==> src/rtl/read_ctrl_sync.sv <==
// Read-side pointer/flag controller for a dual-clock FIFO: synchronises the Gray write pointer,
// advances the read pointer, and derives registered empty/almost-empty/level flags in clk_r.
module read_ctrl_sync #(
    parameter int depth       = 8,
    parameter int adr_width   = $clog2(depth),
    parameter int sync_stages = 2,
    parameter int ae_thresh   = 1
) (
    input  logic                 clk_r,
    input  logic                 reset,
    input  logic                 rd_en,
    input  logic [adr_width:0]   wr_ptr_gray,
    output logic                 read,
    output logic [adr_width-1:0] read_adr,
    output logic [adr_width:0]   rd_ptr_gray,
    output logic                 FIFO_empty,
    output logic                 almost_empty,
    output logic [adr_width:0]   rd_level,
    output logic                 rd_valid,
    output logic                 underflow
);

    localparam int PW = adr_width + 1;
    localparam logic [PW-1:0] AE_THR = PW'(ae_thresh);

    function automatic logic [PW-1:0] gray2bin(input logic [PW-1:0] g);
        logic [PW-1:0] b;
        b[PW-1] = g[PW-1];
        for (int i = PW - 2; i >= 0; i--)
            b[i] = b[i+1] ^ g[i];
        return b;
    endfunction

    logic [sync_stages-1:0][PW-1:0] r_sync;
    logic [PW-1:0] r_rd_bin;
    logic [PW-1:0] r_rd_gray;
    logic          r_empty;
    logic          r_aempty;
    logic [PW-1:0] r_level;
    logic          r_valid;
    logic          r_underflow;

    logic [PW-1:0] w_wq_sync;
    logic [PW-1:0] w_wq_bin;
    logic          w_read;
    logic [PW-1:0] w_rd_bin_nxt;
    logic [PW-1:0] w_rd_gray_nxt;
    logic [PW-1:0] w_level_nxt;

    assign w_wq_sync     = r_sync[sync_stages-1];
    assign w_wq_bin      = gray2bin(w_wq_sync);
    assign w_read        = rd_en & ~r_empty;
    assign w_rd_bin_nxt  = r_rd_bin + PW'(w_read);
    assign w_rd_gray_nxt = w_rd_bin_nxt ^ (w_rd_bin_nxt >> 1);
    // Level uses the lagging synchronised write pointer, so flags can only be pessimistic.
    assign w_level_nxt   = w_wq_bin - w_rd_bin_nxt;

    always_ff @(posedge clk_r or posedge reset) begin
        if (reset) begin
            r_sync <= '0;
        end else begin
            r_sync[0] <= wr_ptr_gray;
            for (int i = 1; i < sync_stages; i++)
                r_sync[i] <= r_sync[i-1];
        end
    end

    always_ff @(posedge clk_r or posedge reset) begin
        if (reset) begin
            r_rd_bin    <= '0;
            r_rd_gray   <= '0;
            r_empty     <= 1'b1;
            r_aempty    <= 1'b1;
            r_level     <= '0;
            r_valid     <= 1'b0;
            r_underflow <= 1'b0;
        end else begin
            r_rd_bin    <= w_rd_bin_nxt;
            r_rd_gray   <= w_rd_gray_nxt;
            r_empty     <= (w_rd_gray_nxt == w_wq_sync);
            r_aempty    <= (w_level_nxt <= AE_THR);
            r_level     <= w_level_nxt;
            r_valid     <= w_read;
            r_underflow <= rd_en & r_empty;
        end
    end

    assign read         = w_read;
    assign read_adr     = r_rd_bin[adr_width-1:0];
    assign rd_ptr_gray  = r_rd_gray;
    assign FIFO_empty   = r_empty;
    assign almost_empty = r_aempty;
    assign rd_level     = r_level;
    assign rd_valid     = r_valid;
    assign underflow    = r_underflow;

endmodule

==> config.mk <==
export PLATFORM = sky130hd
export DESIGN_NAME = read_ctrl_sync
export DESIGN_NICKNAME = d
export VERILOG_FILES = /design/src/rtl/read_ctrl_sync.sv
export SDC_FILE = /design/constraint.sdc
export NUM_CORES = 1
export LEC_CHECK = 0
export CAP_MARGIN = 20
export CORE_AREA = 8 8 53 55
export DETAILED_ROUTE_END_ITERATION = 6
export DIE_AREA = 0 0 61 63
export GPL_TIMING_DRIVEN = 0
export PLACE_DENSITY = 0.77
export SYNTH_ARGS = -nofsm -noshare
export SYNTH_HDL_FRONTEND = slang
export SYNTH_SLANG_ARGS = --single-unit
==> constraint.sdc <==
create_clock -name clk_r -period 4.76 [get_ports clk_r]
set_input_delay 0.952 -clock clk_r [delete_from_list [all_inputs] [get_ports clk_r]]
set_output_delay 0.952 -clock clk_r [all_outputs]
set_load 0.05 [all_outputs]
Yosys cells after proc, flatten, opt, wreduce, memory -nomap -nowiden
Cells that the tools add are included.
Cells by class
  equal/unequal tests: 1
  add/subtract/negate cells: 2
  order comparisons: 1
  bitwise operators: 7
Operators with widths (count)
  adder 4 x 1 -> 4 bit: 1
  == test 4 bit: 1
  less-or-equal comparator 4 x 1 -> 1 bit (second input constant): 1
  subtractor 4 bit: 1
  XOR 4 x 3 -> 4 bit: 1
  XOR 1 bit: 3
  AND 1 bit: 2
  inverter 1 bit: 1
Storage, ports and cells
  input bits: 7
  flip-flop bits (word level): 24

Depth between registers and ports, before layout
Gate-level depths: netlist of the first run.
  depth after elaboration: 5
  mapped depth: 10
  mapped depth without buffers: 10

Worst setup path before layout of the first run
No wires, ideal clock.
  kind: input to register
  from: input rd_en
  to: register r_aempty (netlist: almost_empty)
  cell stages on the path: 10
  setup slack: 1.000 ns
  data arrival time: 3.679 ns
  cell sequence: nor2b_1 ha_1 ha_1 xor2_1 inv_1 ha_1 or3b_2 o311ai_4 xnor2_1 nor3_2
Between the ends
  longest elaborated chain between the ends: 4
Ends and longest elaborated chain
  start: declaration: line 11  | input logic rd_en,
  AND 1 bit: line 52  | assign w_read = rd_en & ~r_empty;
  adder 4 x 1 -> 4 bit: line 53  | assign w_rd_bin_nxt = r_rd_bin + PW'(w_read);
  named net w_rd_bin_nxt[2]: line 46  | logic [PW-1:0] w_rd_bin_nxt;
  subtractor 4 bit: line 56  | assign w_level_nxt = w_wq_bin - w_rd_bin_nxt;
  named net w_level_nxt[3]: line 48  | logic [PW-1:0] w_level_nxt;
  less-or-equal comparator 4 x 1 -> 1 bit: line 81  | r_aempty <= (w_level_nxt <= AE_THR);
  end signal: assignment: line 81
  end: declaration: line 38  | logic r_aempty;
The timed path passes the listed nets, and every way through them passes these cells.

Worst setup path in the final report of the first run
  from: input rd_en
  to: output read
Between the ends
  longest elaborated chain between the ends: 1
Ends and longest elaborated chain
  AND 1 bit: line 52
  end: declaration: line 13  | output logic read,
Every way passes these cells.

==> results of run 1 <==
[cells in the mapped netlist, drive strengths merged]
cell	n	share of area, %
nand3	2	1.1
and2	2	1.3
ha	5	6.7
xnor2	5	4.7
nor2b	1	0.67
dfstp	2	5.6
o21bai	1	0.80
a21boi	1	0.80
o311ai	1	2.8
nor3	1	1.1
xor2	9	8.4
or3	1	0.67
xnor3	2	4.9
dfrtp	21	56
clkbuf	1	0.40
a211oi	1	0.80
or3b	1	0.93
inv	6	2.4
[stage by stage]
stage               cells  area [µm²]  setup WS, ns
floorplan              63         938          1.00
global placement      113        1190          1.04
detailed placement    113        1190         0.999
CTS                   117        1220          1.28
global route          117        1220          1.13
finish                117        1220          1.31
[final cells by class]
cell class / instances / area (µm²) / share of cell area, %
Sequential cell: 23 / 578 / 47.4
Multi-Input combinational cell: 33 / 334 / 27.4
Timing Repair Buffer: 22 / 220 / 18.1
Tap cell: 28 / 35.0 / 2.87
Clock buffer: 4 / 26.3 / 2.15
Inverter: 6 / 22.5 / 1.85
Buffer: 1 / 3.75 / 0.308
[state kept, by name, summed over array words and instances, names as in the netlist]
register and flops:
FIFO_empty 1, almost_empty 1, r_rd_bin 4, r_sync 4, rd_level 4, rd_ptr_gray 3, rd_valid 1, underflow 1
w_wq_sync 4
[logic make-up (layout without fill, tap and decap cells)]
logic type,Yosys count,count (layout)
adders and majority gates,5,5
and+or+nand+nor,8,8
xor gates and xnor gates,16,16
buffers and inverters,7,33
DFF,23,23
AOI/OAI and AO/OA,4,4
[path summary, 6_finish.rpt]
path / from / to / slack [ns] / cells after the start
max: rd_en / read / 1.31 / 3
min: r_sync[1] / w_wq_sync[1] / 0.36 / 0
max reg2reg: FIFO_empty / almost_empty / 2.07 / 10
min reg2reg: r_sync[1] / w_wq_sync[1] / 0.36 / 0
max in group asynchronous: reset / rd_level[3] / 3.17 / 2
min in group asynchronous: reset / r_sync[0] / 1.09 / 2
[per-layer routing]
layer	up-vias	share of wire, %
li1	257	-
met1	264	41
met2	20	49
met3	5	6.5
met4	0	3.3
met5	-	0
==> summary.md, run 1 <==
| Metric | Value |
|---|---|
| Final Max Slew Viols | 0 |
| Hold crit path type | reg2reg |
| CTS sink cnt | 23 |
| Total Wirelength | 1.35 mm |
| Tot GR Track Use | 8.17% |
| Startpoint types | input port |
| Final Hold Fails | 0 |
| Die H | 63 µm |
| Cell at the root of the clock tree | clkbuf_4 |
| Post-Synth Simple-Gate Area | 5.73% |
| Most common cell after layout, fill and taps aside | clkdlybuf4s50_1 |
| M1 GR Usage | 8.88% |
| Fillers | 172 |
| Netlist cell types | 19 |
| P&R area growth vs syn | 30.0% |
| Setup CP Type | in2out |
| Antenna diode count | 0 |
| Crit end category | output pin |
| Gr ovfl total | 0 |
| Post-Synth Adder-Cell Area | 6.67% |
| Port bufs | 22 |
| Die area | 3840 µm² |
| WP data required | 3.81 ns |
| Slew Limit Headroom | 46.2% |
| Via count | 546 |
| Initial antenna violation count | 0 |
| Global-route wire length before repair | 2.40 mm |
| Xor and xnor area share after synthesis | 18.0% |
| Met2 Use GR | 13.0% |
| Post-Syn Instances | 63 |
| I/O pin count | 23 |
| Post-route clock skew | 0.00348 ns |
| Slowest CP cell | clkdlybuf4s50_1 |
| Tmin final | 3.45 ns |
| Largest delay share family, worst path | buffers and inverters |
| Ys Warns | 0 |
| GPL Wtd Cong | 0.716 |
| Worst-Margin Slew | 0.806 ns |
| Critical path arrival | 2.50 ns |
| Final worst path period share | 72.5% |
| Average cell area after synthesis | 14.9 µm² |
| CTS tree | done |
| Mux contribution to synthesized area | 0% |
| Critical path cell sequence | clkdlybuf4s50_1 > nor2b_1 > clkdlybuf4s50_1 |
| Fin nets | 102 |
| Sequential element share of the synthesized area | 61.6% |
| Status | complete, no violations |
| Vias per Instance | 4.67 |
| Area of the core | 2060 µm² |
| GRT busiest layer | met2 |
| Max Fclk | 290 MHz |
| Die Width | 61 µm |
| M3 GR Usage | 2.06% |
| Most frequent cells in the layout | clkdlybuf4s50_1 (22), dfrtp_1 (21), xor2_1 (9) |
| Post-Synthesis Cell Area | 938 µm² |
| # Post-CTS Setup Buffers | 0 |
| Number of global-route vias before repair | 568 |
| Final setup violation count | 0 |
| Routed WL per cell | 11.5 µm |
| Largest net degree at the start of global routing | 24 |
| Post-route ant nets | 0 |
| DRT Pass-1 Iters | 2 |
| Core Rows | 17 |
| Bufs on Longest Clock Path | 2 |
| Clk Latency, worst-skew pair | 0.30 ns |
| Crit Path Max Fanout | 3 |
| Initial drt markers | 12 |
| Post-cts gate resize count | 0 |
| Fin Hold WS | 0.361 ns |
| RSZ-0062 raised after global routing | false |
| #FFs+latches synth | 23 |
| Util after Layout | 59.1% |
| Total clock buffers created by CTS | 3 |
| # DRC | 0 |
| CTS H-tree depth | 1 |
| Syn nets | 75 |
| Worst-path clk slew | 0.11 ns |
| Max incr delay on CP | 0.85 ns |
| Max-Cap Viols | 0 |
| Crit-path most repeated cell | clkdlybuf4s50_1 |
| Main combinational cell family by area after synthesis | XOR/XNOR gates |
| HPWL after detailed placement | 1.10 mm |
| Share of cells above drive strength 1 | 10.1% |
| Compound-Gate Fraction of Synth Area | 5.20% |
| Hold Buf Count CTS | 0 |
| WP buf/inv | 2 |
| Fin Setup TNS | 0 ns |
| Initial Utilization | 45.5% |
Power of run 1 is left out: the tool's default activity adds up to more than one toggle a clock period on the data nets, which glitch-free logic cannot reach.
==> run 2, diff against run 1 <==
Settings changed: CORE_AREA 8 8 53 55 to 8 8 54 56, DIE_AREA 0 0 61 63 to 0 0 62 64, PLACE_DENSITY 0.77 to 0.74.
Clock period 4.76 ns to 3.21 ns, I/O delays scaled along.
==> summary.md, run 2 (same netlist as run 1, synthesis figures left out) <==
| Metric | Value |
|---|---|
| Worst-Margin Slew | 0.803 ns |
| # DRC | 0 |
| Initial antenna violation count | 0 |
| Final Hold Fails | 0 |
| Via count | 536 |
| Die area | 3970 µm² |
| Fin nets | 102 |
| Clk Latency, worst-skew pair | 0.29 ns |
| Final worst path period share | 91.8% |
| Die H | 64 µm |
| Gr ovfl total | 0 |
| Largest net degree at the start of global routing | 24 |
| P&R area growth vs syn | 31.1% |
| Util after Layout | 58.4% |
| Crit end category | register |
| Reg2reg setup slack | 0.61 ns |
| Total clock buffers created by CTS | 3 |
| Total Wirelength | 1.43 mm |
| Post-route clock skew | 0.00193 ns |
| Bufs on Longest Clock Path | 2 |
| Port bufs | 22 |
| Tot GR Track Use | 8.62% |
| Final setup violation count | 0 |
| Routed WL per cell | 12.2 µm |
| Share of cells above drive strength 1 | 12.4% |
| Antenna diode count | 0 |
| I/O pin count | 23 |
| Fin Hold WS | 0.369 ns |
| Setup CP Type | in2reg |
| Hold Buf Count CTS | 0 |
| Critical path arrival | 3.18 ns |
| RSZ-0062 raised after global routing | false |
| Max Fclk | 339 MHz |
| Initial Utilization | 44.6% |
| Post-route ant nets | 0 |
| Most frequent cells in the layout | clkdlybuf4s50_1 (22), dfrtp_1 (21), xor2_1 (8) |
| Core Rows | 17 |
| Max-Cap Viols | 0 |
| DRT Pass-1 Iters | 2 |
| HPWL after detailed placement | 1.15 mm |
| Number of global-route vias before repair | 569 |
| Worst-path clk slew | 0.12 ns |
| Startpoint types | input port |
| Cell at the root of the clock tree | clkbuf_4 |
| Slew Limit Headroom | 46.4% |
| Crit Path Max Fanout | 4 |
| Hold-critical path depth | 0 |
| Die Width | 62 µm |
| Reg2Reg Depth | 10 |
| CTS sink cnt | 23 |
| WP data required | 3.45 ns |
| CTS H-tree depth | 1 |
| Final Max Slew Viols | 0 |
| Hold crit path type | reg2reg |
| Most common cell after layout, fill and taps aside | clkdlybuf4s50_1 |
| Status | complete, no violations |
| Tmin final | 2.95 ns |
| Global-route wire length before repair | 2.48 mm |
| GPL Wtd Cong | 0.707 |
| CTS tree | done |
| Vias per Instance | 4.58 |
| Initial drt markers | 1 |
| Area of the core | 2110 µm² |
run 2: changes by cell type in the layout (fill, tap and decap cells not counted):
cell | before | now
nor2b_1 | 1 | 0
nor2b_2 | 0 | 1
xor2_1 | 9 | 8
xor2_2 | 0 | 1
run 2: worst max-delay path, stage by stage:
cell             delay (ns)
clkdlybuf4s50_1        0.46
nor2b_2                0.17
ha_1                   0.21
ha_1                   0.25
xor2_2                 0.26
inv_1                  0.08
ha_1                   0.29
or3b_2                 0.47
o311ai_4               0.10
xnor2_1                0.19
nor3_2                 0.06
run 2: worst paths after layout:
kind | endpoint | startpoint
max in group asynchronous | r_rd_bin[1] | reset
hold reg to reg | w_wq_sync[2] | r_sync[2]
hold / removal | w_wq_sync[2] | r_sync[2]
min in group asynchronous | r_sync[2] | reset
setup / recovery | almost_empty | rd_en
setup reg to reg | almost_empty | FIFO_empty
run 2: cell type report:
class	count	area (µm²)
Fill cell	168	876
Sequential cell	23	578
Multi-Input combinational cell	33	344
Timing Repair Buffer	22	220
Tap cell	28	35.0
Clock buffer	4	26.3
Inverter	6	22.5
Buffer	1	3.75
run 2: per-layer routing:
metal | GRT usage, % | routed length, µm | vias to the layer above
met1 | 8.37 | 564 | 264
met3 | 3.20 | 128 | 2
met2 | 14.4 | 717 | 17
met5 | 0 | 0 | -
li1 | - | - | 253
met4 | 5.98 | 23 | 0
run 2: metrics by stage:
stage                     TNS [ns]  worst slack, ns  area (µm²)  std cells
after floorplan                  0           0.0777         941         63
after global placement      -0.269           -0.148        1200        113
after CTS                        0            0.119        1220        117
after detailed placement    -0.348           -0.189        1200        113
after global routing             0           0.0845        1230        117
final                            0            0.263        1230        117
run 2: repair_timing:
action / in CTS / in global routing
setup buffers: 0 / 0
setup endpoints to repair: 0 / 1
gates resized for setup: 0 / 1
Power of run 2 is left out for the same reason.
==> run 3, diff against run 2 <==
==> constraint.sdc (replaced) <==
create_clock -name clk_r -period 3.21 [get_ports clk_r]
set_input_delay 0.963 -clock clk_r [delete_from_list [all_inputs] [get_ports clk_r]]
set_output_delay 0.963 -clock clk_r [all_outputs]
set_load 0.05 [all_outputs]
==> summary.md, run 3 (same netlist as run 1, synthesis figures left out) <==
| Metric | Value |
|---|---|
| Critical path cell sequence | clkdlybuf4s50_1 > nor2b_4 > dlygate4sd2_1 |
| # DRC | 0 |
| WP buf/inv | 2 |
| Slew Limit Headroom | 45.1% |
| Non-Filler Instances | 118 |
| Total clock buffers created by CTS | 3 |
| Cell at the root of the clock tree | clkbuf_4 |
| Post-route clock skew | 0.00245 ns |
| Bufs on Longest Clock Path | 2 |
| Hold Buf Count CTS | 0 |
| Setup CP Type | in2out |
| Tmin final | 3.09 ns |
| Port bufs | 22 |
| Tot GR Track Use | 8.28% |
| Max incr delay on CP | 0.54 ns |
| Global-route wire length before repair | 2.44 mm |
| Max-Cap Viols | 0 |
| Clk Latency, worst-skew pair | 0.30 ns |
| Fillers | 162 |
| Number of global-route vias before repair | 591 |
| Share of cells above drive strength 1 | 15.6% |
| Status | complete, no violations |
| Worst setup path start | rd_en |
| CTS tree | done |
| Initial Utilization | 44.6% |
| Startpoint types | input port |
| Crit Path Max Fanout | 3 |
| Die H | 64 µm |
| Initial drt markers | 8 |
| Reg-to-reg startpoint | FIFO_empty |
| Initial antenna violation count | 0 |
| GPL Wtd Cong | 0.723 |
| Post-route ant nets | 0 |
| DRT Pass-1 Iters | 4 |
| RSZ-0062 raised after global routing | false |
| Most frequent cells in the layout | clkdlybuf4s50_1 (21), dfrtp_1 (21), xor2_1 (8) |
| Critical path arrival | 2.12 ns |
| Via count | 538 |
| Fin Setup TNS | 0 ns |
| Die area | 3970 µm² |
| Final Hold Fails | 0 |
| Slowest CP cell | dlygate4sd2_1 |
| Crit end category | output pin |
| Reg2Reg Depth | 10 |
| Worst-path clk slew | 0.12 ns |
| Routed WL per cell | 12.3 µm |
| Pre-CTS WS | -0.402 ns |
| WP data required | 2.25 ns |
| Final setup violation count | 0 |
| Max Fclk | 324 MHz |
| Area of the core | 2110 µm² |
| Core Rows | 17 |
| HPWL after detailed placement | 1.13 mm |
| Worst-Margin Slew | 0.823 ns |
| I/O pin count | 23 |
| Largest delay share family, worst path | buffers and inverters |
| R2r endpoint | almost_empty |
| Total Wirelength | 1.45 mm |
| Reg2reg setup slack | 0.83 ns |
| CTS H-tree depth | 1 |
| Post-route setup slack | 0.125 ns |
| P&R area growth vs syn | 33.9% |
| Final Max Slew Viols | 0 |
| Fin nets | 103 |
| CTS sink cnt | 23 |
| Final worst path period share | 96.1% |
| Die Width | 62 µm |
| CP endpoint | read |
| Placed cells | 113 |
| Gr ovfl total | 0 |
| Antenna diode count | 0 |
| WP depth | 3 |
| Hold crit path type | reg2reg |
| Largest net degree at the start of global routing | 24 |
| Vias per Instance | 4.56 |
## run 3: worst min-delay path by stage
stage              endpoint  cells after the start  slack [ns]       from
3_3_place_gp   w_wq_sync[1]                      0        0.33  r_sync[1]
4_1_cts        w_wq_sync[1]                      0        0.36  r_sync[1]
3_5_place_dp   w_wq_sync[1]                      0        0.34  r_sync[1]
2_1_floorplan  w_wq_sync[0]                      0        0.33  r_sync[0]
6_report       w_wq_sync[0]                      0        0.36  r_sync[0]
5_1_grt        w_wq_sync[0]                      0        0.38  r_sync[0]
## run 3: timing repair
item                                    in CTS  in global routing
resized for setup                            1                  3
pin swaps                                    1                  0
buffers inserted                             1                  0
endpoints found under the setup margin       3                  2
## run 3: cell type report
class                      instances  area, µm²  area share, %
clock buffer                       4       26.3           2.09
inverter                           6       22.5           1.79
multi-input combinational         33        364           29.0
tap                               28       35.0           2.79
buffer                             1       3.75          0.299
sequential                        23        578           46.0
timing repair buffer              23        226           18.0
## run 3: worst reg2reg max path, stage by stage, from the launching register on
cell      delay [ns]
dfstp_2         0.58
nor2b_4         0.05
ha_2            0.19
ha_4            0.18
xor2_2          0.16
inv_1           0.06
ha_1            0.28
or3b_2          0.47
o311ai_4        0.10
xnor2_1         0.19
nor3_2          0.06
## run 3: through the flow
step | instance area [µm²] | utilization [%] | hold slack (ns)
3_5_place_dp | 1210 | 57.4 | 0.336
2_1_floorplan | 953 | - | 0.331
5_1_grt | 1260 | 59.7 | 0.382
3_3_place_gp | 1210 | 57.4 | 0.332
6_report | 1260 | 59.7 | 0.362
4_1_cts | 1240 | 58.9 | 0.364
## run 3: metal layers
metal / vias up / wire length [µm] / GRT usage (%)
li1: 255 / - / -
met1: 258 / 570 / 7.95
met2: 23 / 733 / 14.7
met3: 2 / 126 / 2.20
met4: 0 / 23 / 5.13
met5: - / 0 / 0
Power of run 3 is left out for the same reason.
